`config.mk`:
```
export PLATFORM = sky130hd
export DESIGN_NAME = rr_arbiter_hold
export DESIGN_NICKNAME = d
export VERILOG_FILES = /design/src/rtl/rr_pkg.sv /design/src/rtl/rr_pick.sv /design/src/rtl/rr_arbiter_hold.sv
export SDC_FILE = /design/constraint.sdc
export NUM_CORES = 1
export LEC_CHECK = 0
export ABC_AREA = 1
export BUFFER_PORTS_ARGS = -buffer_cell sky130_fd_sc_hd__buf_2
export CAP_MARGIN = 20
export CORE_MARGIN = 4
export CORE_UTILIZATION = 30
export CTS_BUF_LIST = sky130_fd_sc_hd__clkbuf_4
export DETAILED_ROUTE_END_ITERATION = 8
export PLACE_DENSITY_LB_ADDON = 0.12
export SLEW_MARGIN = 30
export SYNTH_ARGS = -nofsm -noshare
export SYNTH_HDL_FRONTEND = slang
export SYNTH_SLANG_ARGS = --single-unit
```
`constraint.sdc`:
```
create_clock -name clk -period 2.02 [get_ports clk]
set_input_delay 0.101 -clock clk [delete_from_list [all_inputs] [get_ports clk]]
set_output_delay 0.101 -clock clk [all_outputs]
set_load 0.01 [all_outputs]
```
`src/rtl/rr_pkg.sv`:
```
// Shared arbitration types and width helpers for crossbar port allocators.
package rr_pkg;

    typedef enum logic {
        IDLE  = 1'b0,
        GRANT = 1'b1
    } state_t;

    // Bit width needed to hold values 0..value-1, never less than one bit.
    function automatic int unsigned clog2_min1(input int unsigned value);
        int unsigned w;
        w = $clog2(value);
        if (w < 1) w = 1;
        return w;
    endfunction

endpackage

```
`src/rtl/rr_pick.sv`:
```
// Combinational round-robin pick: first set candidate bit at or after ptr, wrapping.
module rr_pick
    import rr_pkg::*;
#(
    parameter int unsigned N     = 4,
    parameter int unsigned IDX_W = clog2_min1(N)
) (
    input  logic [N-1:0]     cand,
    input  logic [IDX_W-1:0] ptr,
    output logic [N-1:0]     onehot,
    output logic [IDX_W-1:0] idx,
    output logic             any
);

    always_comb begin
        int unsigned j;
        onehot = '0;
        idx    = '0;
        any    = 1'b0;
        j      = 0;
        for (int unsigned k = 0; k < N; k++) begin
            j = 32'(ptr) + k;
            if (j >= N) j = j - N;
            if (!any && cand[IDX_W'(j)]) begin
                onehot[IDX_W'(j)] = 1'b1;
                idx               = IDX_W'(j);
                any               = 1'b1;
            end
        end
    end

endmodule

```
`src/rtl/rr_arbiter_hold.sv`:
```
// N-way round-robin arbiter with registered grant, ownership hold while requesting,
// and a MAX_HOLD tenure limit that rotates ownership when others are waiting.
module rr_arbiter_hold
    import rr_pkg::*;
#(
    parameter  int unsigned N        = 4,
    parameter  int unsigned MAX_HOLD = 8,
    localparam int unsigned IDX_W    = clog2_min1(N),
    localparam int unsigned CNT_W    = clog2_min1(MAX_HOLD + 1)
) (
    input  logic             clk,
    input  logic             rst_in,
    input  logic [N-1:0]     req,
    output logic [N-1:0]     gnt,
    output logic [IDX_W-1:0] gnt_idx,
    output logic             gnt_valid,
    output logic             expire
);

    state_t             state, state_n;
    logic [N-1:0]       gnt_n;
    logic [IDX_W-1:0]   idx_n;
    logic               valid_n;
    logic               expire_n;
    logic [IDX_W-1:0]   ptr, ptr_n;
    logic [CNT_W-1:0]   cnt, cnt_n;

    logic [N-1:0]       cand;
    logic [N-1:0]       pick_onehot;
    logic [IDX_W-1:0]   pick_idx;
    logic               pick_any;
    logic               owner_req;
    logic               others_req;
    logic               expiry;

    assign owner_req  = |(req & gnt);
    assign others_req = |(req & ~gnt);
    assign expiry     = (state == GRANT) && (MAX_HOLD != 0) && owner_req &&
                        (cnt == CNT_W'(MAX_HOLD)) && others_req;
    // On expiry the current owner is excluded so the grant must move on.
    assign cand       = expiry ? (req & ~gnt) : req;

    rr_pick #(
        .N     (N),
        .IDX_W (IDX_W)
    ) u_pick (
        .cand   (cand),
        .ptr    (ptr),
        .onehot (pick_onehot),
        .idx    (pick_idx),
        .any    (pick_any)
    );

    // Next-state and next-output logic.
    always_comb begin
        state_n  = state;
        gnt_n    = gnt;
        idx_n    = gnt_idx;
        valid_n  = gnt_valid;
        expire_n = 1'b0;
        ptr_n    = ptr;
        cnt_n    = cnt;

        case (state)
            IDLE: begin
                if (pick_any) begin
                    state_n = GRANT;
                    gnt_n   = pick_onehot;
                    idx_n   = pick_idx;
                    valid_n = 1'b1;
                    cnt_n   = CNT_W'(1);
                    ptr_n   = (pick_idx == IDX_W'(N - 1)) ? '0 : pick_idx + IDX_W'(1);
                end
            end
            GRANT: begin
                if (!owner_req || expiry) begin
                    if (pick_any) begin
                        gnt_n    = pick_onehot;
                        idx_n    = pick_idx;
                        valid_n  = 1'b1;
                        cnt_n    = CNT_W'(1);
                        ptr_n    = (pick_idx == IDX_W'(N - 1)) ? '0 : pick_idx + IDX_W'(1);
                        expire_n = expiry;
                    end else begin
                        state_n = IDLE;
                        gnt_n   = '0;
                        idx_n   = '0;
                        valid_n = 1'b0;
                        cnt_n   = '0;
                    end
                end else if ((MAX_HOLD != 0) && (cnt < CNT_W'(MAX_HOLD))) begin
                    cnt_n = cnt + CNT_W'(1);
                end
            end
        endcase
    end

    always_ff @(posedge clk or posedge rst_in) begin
        if (rst_in) begin
            state     <= IDLE;
            gnt       <= '0;
            gnt_idx   <= '0;
            gnt_valid <= 1'b0;
            expire    <= 1'b0;
            ptr       <= '0;
            cnt       <= '0;
        end else begin
            state     <= state_n;
            gnt       <= gnt_n;
            gnt_idx   <= idx_n;
            gnt_valid <= valid_n;
            expire    <= expire_n;
            ptr       <= ptr_n;
            cnt       <= cnt_n;
        end
    end

endmodule

```
==> tab_implementation.tex <==
\begin{tabular}{lr}
\hline
Metric & Value \\
\hline
\multicolumn{2}{l}{\textbf{Global route}} \\
Number of global-route vias before repair & between 1500 and 2000 \\
Antenna violations before repair & 0 \\
First-pass GRT wire length & 7070 µm \\
Global routing's busiest layer & met2 \\
Met1 track demand over resource in global routing & 0.198 \\
Met2 layer usage reported by global route & 0.250 \\
Total global routing track utilization & 0.146 \\
Remaining global-route overflow & 0 \\
Met3 usage & 0.0236 \\
Pin count of the biggest net entering global routing & 16 \\
\multicolumn{2}{l}{\textbf{Floorplan}} \\
Placeable Area & between 4000 and 5000 µm² \\
Initial core utilization & 0.318 \\
Height of the die & roughly 77 µm \\
Width of the chip & roughly 77 µm \\
Std cell rows & 24 \\
Ports placed on the boundary & 14 \\
Floorplan die area & 5870 µm² \\
\multicolumn{2}{l}{\textbf{Timing}} \\
Setup TNS & -1.24 ns \\
Setup repair after global routing missed its margin & true \\
Worst slew margin & 0.593 \\
Minimum hold slack & between 0.4 and 0.5 ns \\
Maximum clock frequency & 464 MHz \\
Setup-violating endpoint count in the final report & 13 \\
Final Skew & around 0.0052 ns \\
Slew at the pin closest to its max-slew limit & between 0.6 and 0.7 ns \\
Minimum clock period after layout & 2.16 ns \\
Final critical-path share of the clock period & 1.07 \\
Hold Vio Cnt, Final & 0 \\
Final setup margin & -0.137 ns \\
Number of pins with negative max-slew slack in the final report & 0 \\
\multicolumn{2}{l}{\textbf{Routing}} \\
DRC viols & 0 \\
Vias & 1507 \\
Post-detailed-route wirelength per cell & 13.3 µm \\
Routed wire length & roughly 4200 µm \\
Via/cell ratio & approximately 4.8 \\
Number of search-and-repair iterations in the first detailed-routing pass & 4 \\
Post-DRT Antenna Nets & 0 \\
First-iteration detailed-routing DRC count & a little over 100 \\
\multicolumn{2}{l}{\textbf{Clock network}} \\
Clock input transition at the sequential cells of the worst setup and hold paths & roughly 0.09 ns \\
Root buf cell & clkbuf\_4 \\
Inserted Clock Buffers & 3 \\
Max Root-Sink Buffers & 2 \\
Level count of the clock H-tree & 1 \\
Clock insertion delay at the later pin of the skew report & roughly 0.28 ns \\
CTS tree & done \\
Sink count of the clock tree & 15 \\
\multicolumn{2}{l}{\textbf{Final layout}} \\
Footprint of the multi-input gates & approximately 1100 µm² \\
Layout cell share with drive strength beyond 1 & 0.483 \\
Signed area change from the synthesized netlist to the final layout & 50.1\% \\
Fill count & around 460 \\
Register area & 375 µm² \\
Total inserted antenna cells & 0 \\
Cell area after layout & roughly 2100 µm² \\
Final Core Density & 0.477 \\
Fin nets & between 200 and 300 \\
\multicolumn{2}{l}{\textbf{Setup path}} \\
Startpoint type of the worst setup path & flop \\
Number of buffer and inverter stages on the critical path & 2 \\
Arrival time at the worst endpoint & around 2.3 ns \\
Maximum net fanout on the critical path & 6 \\
Critical path start-end classification & flop to flop \\
Cell with the largest stage delay on the worst path & dfrtp\_1 \\
Worst endpoint required time & $\sim$2.2 ns \\
Type of element capturing the critical path & flop \\
Worst stage delay on the critical path & 0.39 ns \\
Cells traversed along the worst timing path & inv\_2 > ha\_4 > nand3\_4 > nor2\_4 > nand3\_4 > nand2\_2 > nand3\_2 > nand3\_2 > nand2\_4 > nor2\_8 > nand3\_4 > nand2\_4 > inv\_2 > nand2\_1 > o21ai\_1 \\
Crit path max-delay family & simple AND/OR/NAND/NOR gates \\
Most used cell along the critical path & nand3\_4 \\
\multicolumn{2}{l}{\textbf{Synth}} \\
Number of enable-type register cells in the synthesized netlist & 0 \\
Gate count of the mapped netlist & 201 \\
Leading cell types by count after synthesis & nand2\_1 (46), nand3\_1 (35), inv\_1 (26) \\
Proportion of register bits with asynchronous set or reset after synthesis & 1.00 \\
Number of register bits inferred by synthesis & 15 \\
Warnings, synthesis & 0 \\
Top-area cell type share of the netlist area & 0.266 \\
Number of nets in the synthesized netlist & about 220 \\
Most used DFF post-synth & dfrtp\_1 \\
Average instance area after synthesis & approximately 7 µm² \\
Synth unique cells & 26 \\
Yosys top cell by area & dfrtp\_1 \\
Sequential area share after synthesis & 0.266 \\
Post-Syn Area & roughly 1400 µm² \\
Cell types with the largest area share after synthesis & dfrtp\_1 (27\%), nand3\_1 (12\%), nand2\_1 (12\%) \\
Library cell with the highest instance count after synthesis & nand2\_1 \\
\multicolumn{2}{l}{\textbf{Pwr}} \\
Net switching power figure & about 2 mW \\
Cell-internal power & around 1.8 mW \\
Switching part of the total power & 0.516 \\
Part of the total power dissipated in the clock network & 0.049 \\
Largest vdd supply drop & about 840 µV \\
Sequential fraction of design power & 0.130 \\
Leakage power figure & around 1.1 nW \\
Combinational Power Share & 0.820 \\
Final total power & approximately 3.8 mW \\
Power per cell area & 1800 nW/µm² \\
\multicolumn{2}{l}{\textbf{Place}} \\
Detailed-placement wirelength estimate & between 3000 and 4000 µm \\
IO Port Bufs & 13 \\
Placed inst area & roughly 1800 µm² \\
GPL Wtd Cong & approximately 0.86 \\
\multicolumn{2}{l}{\textbf{Outcome}} \\
Violated checks & negative setup slack \\
Status & finished with violations \\
\multicolumn{2}{l}{\textbf{Job}} \\
Max-Cap Viols & 0 \\
\multicolumn{2}{l}{\textbf{Hold path}} \\
Classification of the worst-slack hold path & input port to asynchronous set/reset pin \\
\hline
\end{tabular}
==> repair_timing <==
item                                    CTS  global route
endpoints found under the hold margin    15             0
cloned                                    0             0
pin swaps                                20            24
hold buffers                              1             0
buffers inserted                          8             3
resized for setup                        28            22
endpoints found under the setup margin   13            13
==> tightest hold or removal path, stage by stage <==
cell and delay (ns):
dlygate4sd3_1 0.53, buf_2 0.12, inv_1 0.44
==> power by group through the flow <==
stage | combinational [mW] | clock, mW | sequential (mW)
4_1_cts | 2.92 | 0.197 | 0.495
2_1_floorplan | 1.55 | 0 | 0.544
3_5_place_dp | 2.54 | 0 | 0.496
6_report | 3.12 | 0.187 | 0.497
3_3_place_gp | 2.59 | 0 | 0.495
5_1_grt | 3.42 | 0.215 | 0.511
==> cell type report <==
cell class                      count  area share
Multi-Input combinational cell    152       0.519
Timing Repair Buffer               58       0.203
Sequential cell                    15       0.177
Inverter                           32      0.0567
Tap cell                           52      0.0307
Clock buffer                        4      0.0142
==> worst paths after layout <==
| kind | from | end | slack (ns) | depth (start not counted) |
|---|---|---|---|---|
| max | cnt[1] | gnt_idx[1] | -0.14 | 15 |
| min | rst_in | expire | 0.42 | 3 |
| max reg2reg | cnt[1] | gnt_idx[1] | -0.14 | 15 |
| min reg2reg | gnt_idx[1] | gnt_idx[1] | 0.52 | 2 |
| min in group clk | req[3] | state | 0.46 | 5 |
| max in group asynchronous | rst_in | state | 1.20 | 3 |
==> sequential cells by signal, summed over array words and instances, names as in the netlist <==
name,cells
ptr,2
expire,1
gnt_valid,1
gnt,4
state,1
gnt_idx,2
cnt,4
==> per-stage QoR <==
stage	setup WS [ns]	cells
finish	-0.137	313
global route	-0.276	313
CTS	-0.130	310
detailed placement	-0.174	297
global placement	-0.168	297
floorplan	0.0106	201
==> cell families (layout without fill, tap and decap cells) <==
logic type	after synthesis	in the layout	synth area share
simple gates	120	120	0.457
buf+inv	34	94	0.0922
compound gates	22	22	0.0984
flops	15	15	0.266
fa+ha+maj	9	9	0.0798
xor+xnor	1	1	0.00621
==> layer usage <==
layer | up-vias | wire length (µm)
met2 | 24 | 1960
met3 | 4 | 131
met5 | - | 0
met1 | 703 | 2040
met4 | 0 | 38
li1 | 776 | -
==> placed cells by master, fill, tap and decap left out <==
master / Yosys / layout
nor2_2: 1 / 1
nand3b_1: 1 / 1
nor2_4: 2 / 3
nor2_1: 9 / 8
ha_4: 0 / 1
dfrtp_1: 15 / 15
buf_12: 0 / 1
nor3_1: 1 / 1
a21oi_4: 1 / 3
nand3_4: 2 / 4
nand2_4: 3 / 8
o22ai_1: 2 / 1
o21ai_2: 0 / 1
o22ai_2: 0 / 1
a21oi_2: 1 / 1
a21oi_1: 4 / 2
buf_6: 0 / 3
nand4_1: 6 / 6
nand2_1: 46 / 36
dlygate4sd3_1: 0 / 1
nand3_1: 35 / 20
o21ai_4: 1 / 1
xor2_1: 1 / 1
o21ai_0: 4 / 2
inv_2: 6 / 9
buf_4: 0 / 40
inv_1: 26 / 23
nor2_8: 1 / 1
buf_2: 2 / 13
o21ai_1: 9 / 10
clkbuf_4: 0 / 4
nand3_2: 4 / 17
ha_1: 9 / 8
nand2_2: 9 / 14
(Power assumes the default switching activity.)
